===== config.mk =====
export PLATFORM = sky130hd
export DESIGN_NAME = matrix_result_writer
export DESIGN_NICKNAME = d
export VERILOG_FILES = /design/src/rtl/matrix_result_writer.sv
export SDC_FILE = /design/constraint.sdc
export NUM_CORES = 2
export LEC_CHECK = 0
export CAP_MARGIN = 0
export CORE_MARGIN = 2
export CORE_UTILIZATION = 45
export CTS_BUF_LIST = sky130_fd_sc_hd__clkbuf_8
export CTS_CLUSTER_DIAMETER = 40
export DETAILED_ROUTE_END_ITERATION = 10
export PLACE_DENSITY = 0.74
export REMOVE_ABC_BUFFERS = 1
export SLEW_MARGIN = 25
export SYNTH_ARGS = -nofsm -noshare
export SYNTH_HDL_FRONTEND = slang
export SYNTH_SLANG_ARGS = --single-unit

===== constraint.sdc =====
create_clock -name clk -period 6.04 [get_ports clk]
set_input_delay 1.208 -clock clk [delete_from_list [all_inputs] [get_ports clk]]
set_output_delay 1.208 -clock clk [all_outputs]
set_load 0.005 [all_outputs]

===== src/rtl/matrix_result_writer.sv =====
// Streams the result RAM out as 64-byte host line writes, then writes a completion flag line
// and waits until every line write has been acknowledged.
module matrix_result_writer #(
    parameter int Z_DEPTH = 64,
    localparam int AW = $clog2(Z_DEPTH)
) (
    input  logic          clk,
    input  logic          reset,
    input  logic          start,
    input  logic [41:0]   base_addr,
    output logic [AW-1:0] z_rd_addr,
    input  logic [31:0]   z_dout,
    output logic          wr_valid,
    output logic [41:0]   wr_addr,
    output logic [511:0]  wr_data,
    input  logic          wr_almfull,
    input  logic          wr_ack,
    output logic          busy,
    output logic          done
);

    localparam int NUM_LINES = Z_DEPTH / 16;
    localparam int LW        = (NUM_LINES > 1) ? $clog2(NUM_LINES) : 1;
    localparam int AKW       = $clog2(NUM_LINES + 2);
    localparam logic [AKW-1:0] ACK_TARGET = AKW'(NUM_LINES + 1);
    localparam logic [LW-1:0]  LAST_LINE  = LW'(NUM_LINES - 1);
    localparam logic [511:0]   FLAG_LINE  = {416'b0, 32'(NUM_LINES), 64'd1};

    typedef enum logic [2:0] {
        IDLE,
        FILL,
        WRITE,
        FLAG,
        WAIT_ACK
    } state_t;

    state_t         state_q, state_d;
    logic [41:0]    base_q, base_d;
    logic [LW-1:0]  line_idx_q, line_idx_d;
    logic [4:0]     word_cnt_q, word_cnt_d;
    logic [AKW-1:0] ack_cnt_q, ack_cnt_d;
    logic [AW-1:0]  z_rd_addr_q, z_rd_addr_d;
    logic [511:0]   line_buf_q, line_buf_d;
    logic           wr_valid_q, wr_valid_d;
    logic [41:0]    wr_addr_q, wr_addr_d;
    logic [511:0]   wr_data_q, wr_data_d;
    logic           done_q, done_d;

    logic           can_issue;
    logic [3:0]     word_sel;
    logic [LW-1:0]  next_line;

    always_comb begin
        state_d     = state_q;
        base_d      = base_q;
        line_idx_d  = line_idx_q;
        word_cnt_d  = word_cnt_q;
        ack_cnt_d   = ack_cnt_q;
        z_rd_addr_d = z_rd_addr_q;
        line_buf_d  = line_buf_q;
        wr_valid_d  = 1'b0;
        wr_addr_d   = wr_addr_q;
        wr_data_d   = wr_data_q;
        done_d      = 1'b0;

        // A request is never issued in the cycle right after another one.
        can_issue = !wr_almfull && !wr_valid_q;
        word_sel  = word_cnt_q[3:0] - 4'd1;
        next_line = line_idx_q + LW'(1);

        if (state_q != IDLE && wr_ack && ack_cnt_q < ACK_TARGET) begin
            ack_cnt_d = ack_cnt_q + AKW'(1);
        end

        case (state_q)
            IDLE: begin
                if (start) begin
                    base_d      = base_addr;
                    line_idx_d  = '0;
                    word_cnt_d  = '0;
                    ack_cnt_d   = '0;
                    z_rd_addr_d = '0;
                    state_d     = FILL;
                end
            end
            FILL: begin
                // Read data trails its address by one cycle, so word k lands in count k+1.
                if (word_cnt_q != 5'd0) begin
                    line_buf_d[{word_sel, 5'b00000} +: 32] = z_dout;
                end
                if (word_cnt_q < 5'd15) begin
                    z_rd_addr_d = z_rd_addr_q + AW'(1);
                end
                if (word_cnt_q == 5'd16) begin
                    word_cnt_d = '0;
                    state_d    = WRITE;
                end else begin
                    word_cnt_d = word_cnt_q + 5'd1;
                end
            end
            WRITE: begin
                if (can_issue) begin
                    wr_valid_d = 1'b1;
                    wr_addr_d  = base_q + 42'd1 + 42'(line_idx_q);
                    wr_data_d  = line_buf_q;
                    line_idx_d = next_line;
                    if (line_idx_q == LAST_LINE) begin
                        state_d = FLAG;
                    end else begin
                        z_rd_addr_d = AW'({next_line, 4'b0000});
                        state_d     = FILL;
                    end
                end
            end
            FLAG: begin
                if (can_issue) begin
                    wr_valid_d = 1'b1;
                    wr_addr_d  = base_q;
                    wr_data_d  = FLAG_LINE;
                    state_d    = WAIT_ACK;
                end
            end
            WAIT_ACK: begin
                if (ack_cnt_d >= ACK_TARGET) begin
                    done_d  = 1'b1;
                    state_d = IDLE;
                end
            end
            default: begin
                state_d = IDLE;
            end
        endcase
    end

    always_ff @(posedge clk) begin
        if (reset) begin
            state_q     <= IDLE;
            base_q      <= '0;
            line_idx_q  <= '0;
            word_cnt_q  <= '0;
            ack_cnt_q   <= '0;
            z_rd_addr_q <= '0;
            line_buf_q  <= '0;
            wr_valid_q  <= 1'b0;
            wr_addr_q   <= '0;
            wr_data_q   <= '0;
            done_q      <= 1'b0;
        end else begin
            state_q     <= state_d;
            base_q      <= base_d;
            line_idx_q  <= line_idx_d;
            word_cnt_q  <= word_cnt_d;
            ack_cnt_q   <= ack_cnt_d;
            z_rd_addr_q <= z_rd_addr_d;
            line_buf_q  <= line_buf_d;
            wr_valid_q  <= wr_valid_d;
            wr_addr_q   <= wr_addr_d;
            wr_data_q   <= wr_data_d;
            done_q      <= done_d;
        end
    end

    assign z_rd_addr = z_rd_addr_q;
    assign wr_valid  = wr_valid_q;
    assign wr_addr   = wr_addr_q;
    assign wr_data   = wr_data_q;
    assign done      = done_q;
    assign busy      = (state_q != IDLE);

endmodule


==> reports/results.txt <==
outcome -> finished, final reports clean
1st-iter DRT viols -> 3388
vias per cell -> 5.63
Worst Max-Slew Pin Slew -> 1250 ps
leakage power -> 18.5 nW
Sum Neg Setup Slack -> 0 ps
die width -> 306 um
Diodes inserted -> 0
final setup violation count -> 0
Post-Route WL -> 137000 um
ys flop type -> dfxtp_1
DIE AREA -> 0.0934 mm2
Reg-to-Reg Start -> word_cnt_q[0]$_SDFFE_PP0P_
Initial Util -> 0.455
Synth Warn # -> 0
Worst-path clk slew -> 60 ps
worst rel slew slack -> 0.166
crit path DAT -> 5240 ps
worst-case clock buffer depth -> 3
PostCTS Resize Cnt -> 0
Clock Root Buffer -> clkbuf_8
grt ovf -> 0
area added between synthesis and finish -> 27.0%
final worst-path cycle share -> 0.742
Vias -> 35.2k
count leader, synth -> dfxtp_1
GR Util All Layers -> 0.282
placed cells -> 5918
largest net degree at the start of global routing -> 194
crit path time final -> 4480 ps
vias in the first global route -> 33.9k
leading area contributor after synthesis -> dfxtp_1
Synth top area share -> 0.552
TritonCTS clock tree -> built
post-DR wirelength/cell -> 21.9 um
crit path launch type -> flop
Layout Cells excl Fill -> 6255
Core Footprint -> 0.0900 mm2
NumNets Final -> 5022
Max VDD drop -> 0.211 mV
DR DRC count -> 0
synth top area cells -> dfxtp_1 (55%), a22oi_1 (9.4%), mux2i_1 (6.1%), nor2_1 (5.9%), nand2_1 (4.7%)
H-tree depth -> 4
detailed placement HPWL -> 84400 um
sequential area share after synthesis -> 0.552
share of cells above drive strength 1 -> 0.0858
Netlist cell types -> 58
first-pass GRT wire length -> 205000 um
critical path type -> reg2reg
IO Pins -> 642
min-delay src -> line_buf_q[18]$_SDFFE_PP0P_
Post-synth EDFFs -> 0
pwr dens -> 291 mW/mm2
worst endpoint required time -> 6790 ps
Synth async-reset ratio -> 0
Crit. End Element -> flop
top cell types by occurrence after synthesis -> dfxtp_1 (1129), nor2_1 (645), nand2_1 (517)
max-cap violations -> 0
fin util -> 0.578
Final ANT Viol Nets -> 0
row cnt -> 110
total CTS buffers -> 187
Power Total -> 15.1 mW
RSZ-0062 raised after global routing -> no
fmax -> 0.223 GHz
type of the tightest min-delay check -> reg2reg
final slew viol count -> 0
Clock Skew -> 54.5 ps
synthesized area -> 0.0409 mm2
final hold vios -> 0
initial antenna violation count -> 0
PortBufs -> 641
clk_lat worst skew -> 870 ps
register bit total from synthesis -> 1129
Post-CTS Hold Buffers -> 0
Mapped Cells -> 4448
CTS sink cnt -> 1129
Post-CTS Setup Inserts -> 0
synthesized area per cell -> 9.20 um2
DRT Pass-1 Iters -> 9
CP startpoint -> word_cnt_q[0]$_SDFFE_PP0P_
RD Place Congestion -> 0.881
CP max FO -> 21
Chip Height -> 306 um
[final timing paths]
kind | depth (start not counted) | to | slack (ps)
min | 2 | line_buf_q[18]$_SDFFE_PP0P_ | 450
min reg2reg | 2 | line_buf_q[18]$_SDFFE_PP0P_ | 450
max | 7 | line_buf_q[234]$_SDFFE_PP0P_ | 1560
max reg2reg | 7 | line_buf_q[234]$_SDFFE_PP0P_ | 1560
[critical path, cell delays in order, from the launching register on]
cell	delay [ps]
dfxtp_1	750
inv_1	290
ha_1	390
xnor2_4	240
xnor2_2	810
nand4_1	1010
or4_1	750
a21oi_1	150
[routing by layer]
metal | track usage | wire [um] | share of wire | up-vias
li1 | - | - | - | 16500
met1 | 0.340 | 54600 | 0.40 | 17100
met2 | 0.453 | 63500 | 0.46 | 1386
met3 | 0.0955 | 12900 | 0.094 | 294
met4 | 0.130 | 5840 | 0.043 | 0
met5 | 0 | 0 | 0 | -
[area by class of cell]
type / count / area (um2)
clock buffer: 235 / 3230
clock inverter: 102 / 707
fill: 7835 / 38000
inverter: 33 / 131
multi-input combinational: 2866 / 16700
sequential: 1129 / 22600
tap: 1176 / 1470
timing repair buffer: 714 / 7100
[flip-flops by register name, indices dropped and copies added (netlist names)]
name	cells
word_cnt_q	5
done	1
wr_data	512
base_q	42
wr_valid	1
state_q	3
line_idx_q	2
line_buf_q	512
wr_addr	42
ack_cnt_q	3
z_rd_addr	6
[through the flow]
| step | hold WS (ps) | setup WS [ps] | area [um2] |
|---|---|---|---|
| final | 451 | 1560 | 52000 |
| after global routing | 467 | 1270 | 52000 |
| after CTS | 451 | 1580 | 52000 |
| after detailed placement | 444 | 1570 | 48000 |
| after global placement | 438 | 1660 | 47900 |
| after floorplan | 425 | -22180 | 39300 |
[cells by family after synthesis]
group	count (synthesis)	share of synthesized area
simple gates	1625	0.173
buf+inv	453	0.0431
compound gates	948	0.159
mux	251	0.0614
flops	1129	0.552
xor+xnor	30	0.00688
fa+ha+maj	12	0.00385
[cell usage in the layout (no fill, tap or decap), types with 43 or more instances in the layout]
cell,synthesis,routed
buf_4,5,60
clkbuf_8,0,235
nor2_1,645,643
nand2b_1,47,47
clkdlybuf4s50_1,0,637
a22oi_1,513,513
mux2i_1,251,251
and3_1,55,54
a21oi_1,228,228
inv_1,33,95
nand2_1,517,516
nand3_1,210,208
dfxtp_1,1129,1129
a31o_2,44,43
o21ai_0,68,68
[power by group]
part	leakage [nW]	switching [mW]	internal, mW
Combinational	7.11	0.465	0.150
Clock	2.25	3.16	3.83
Sequential	9.10	0.0352	7.47
(Power assumes the default switching activity.)
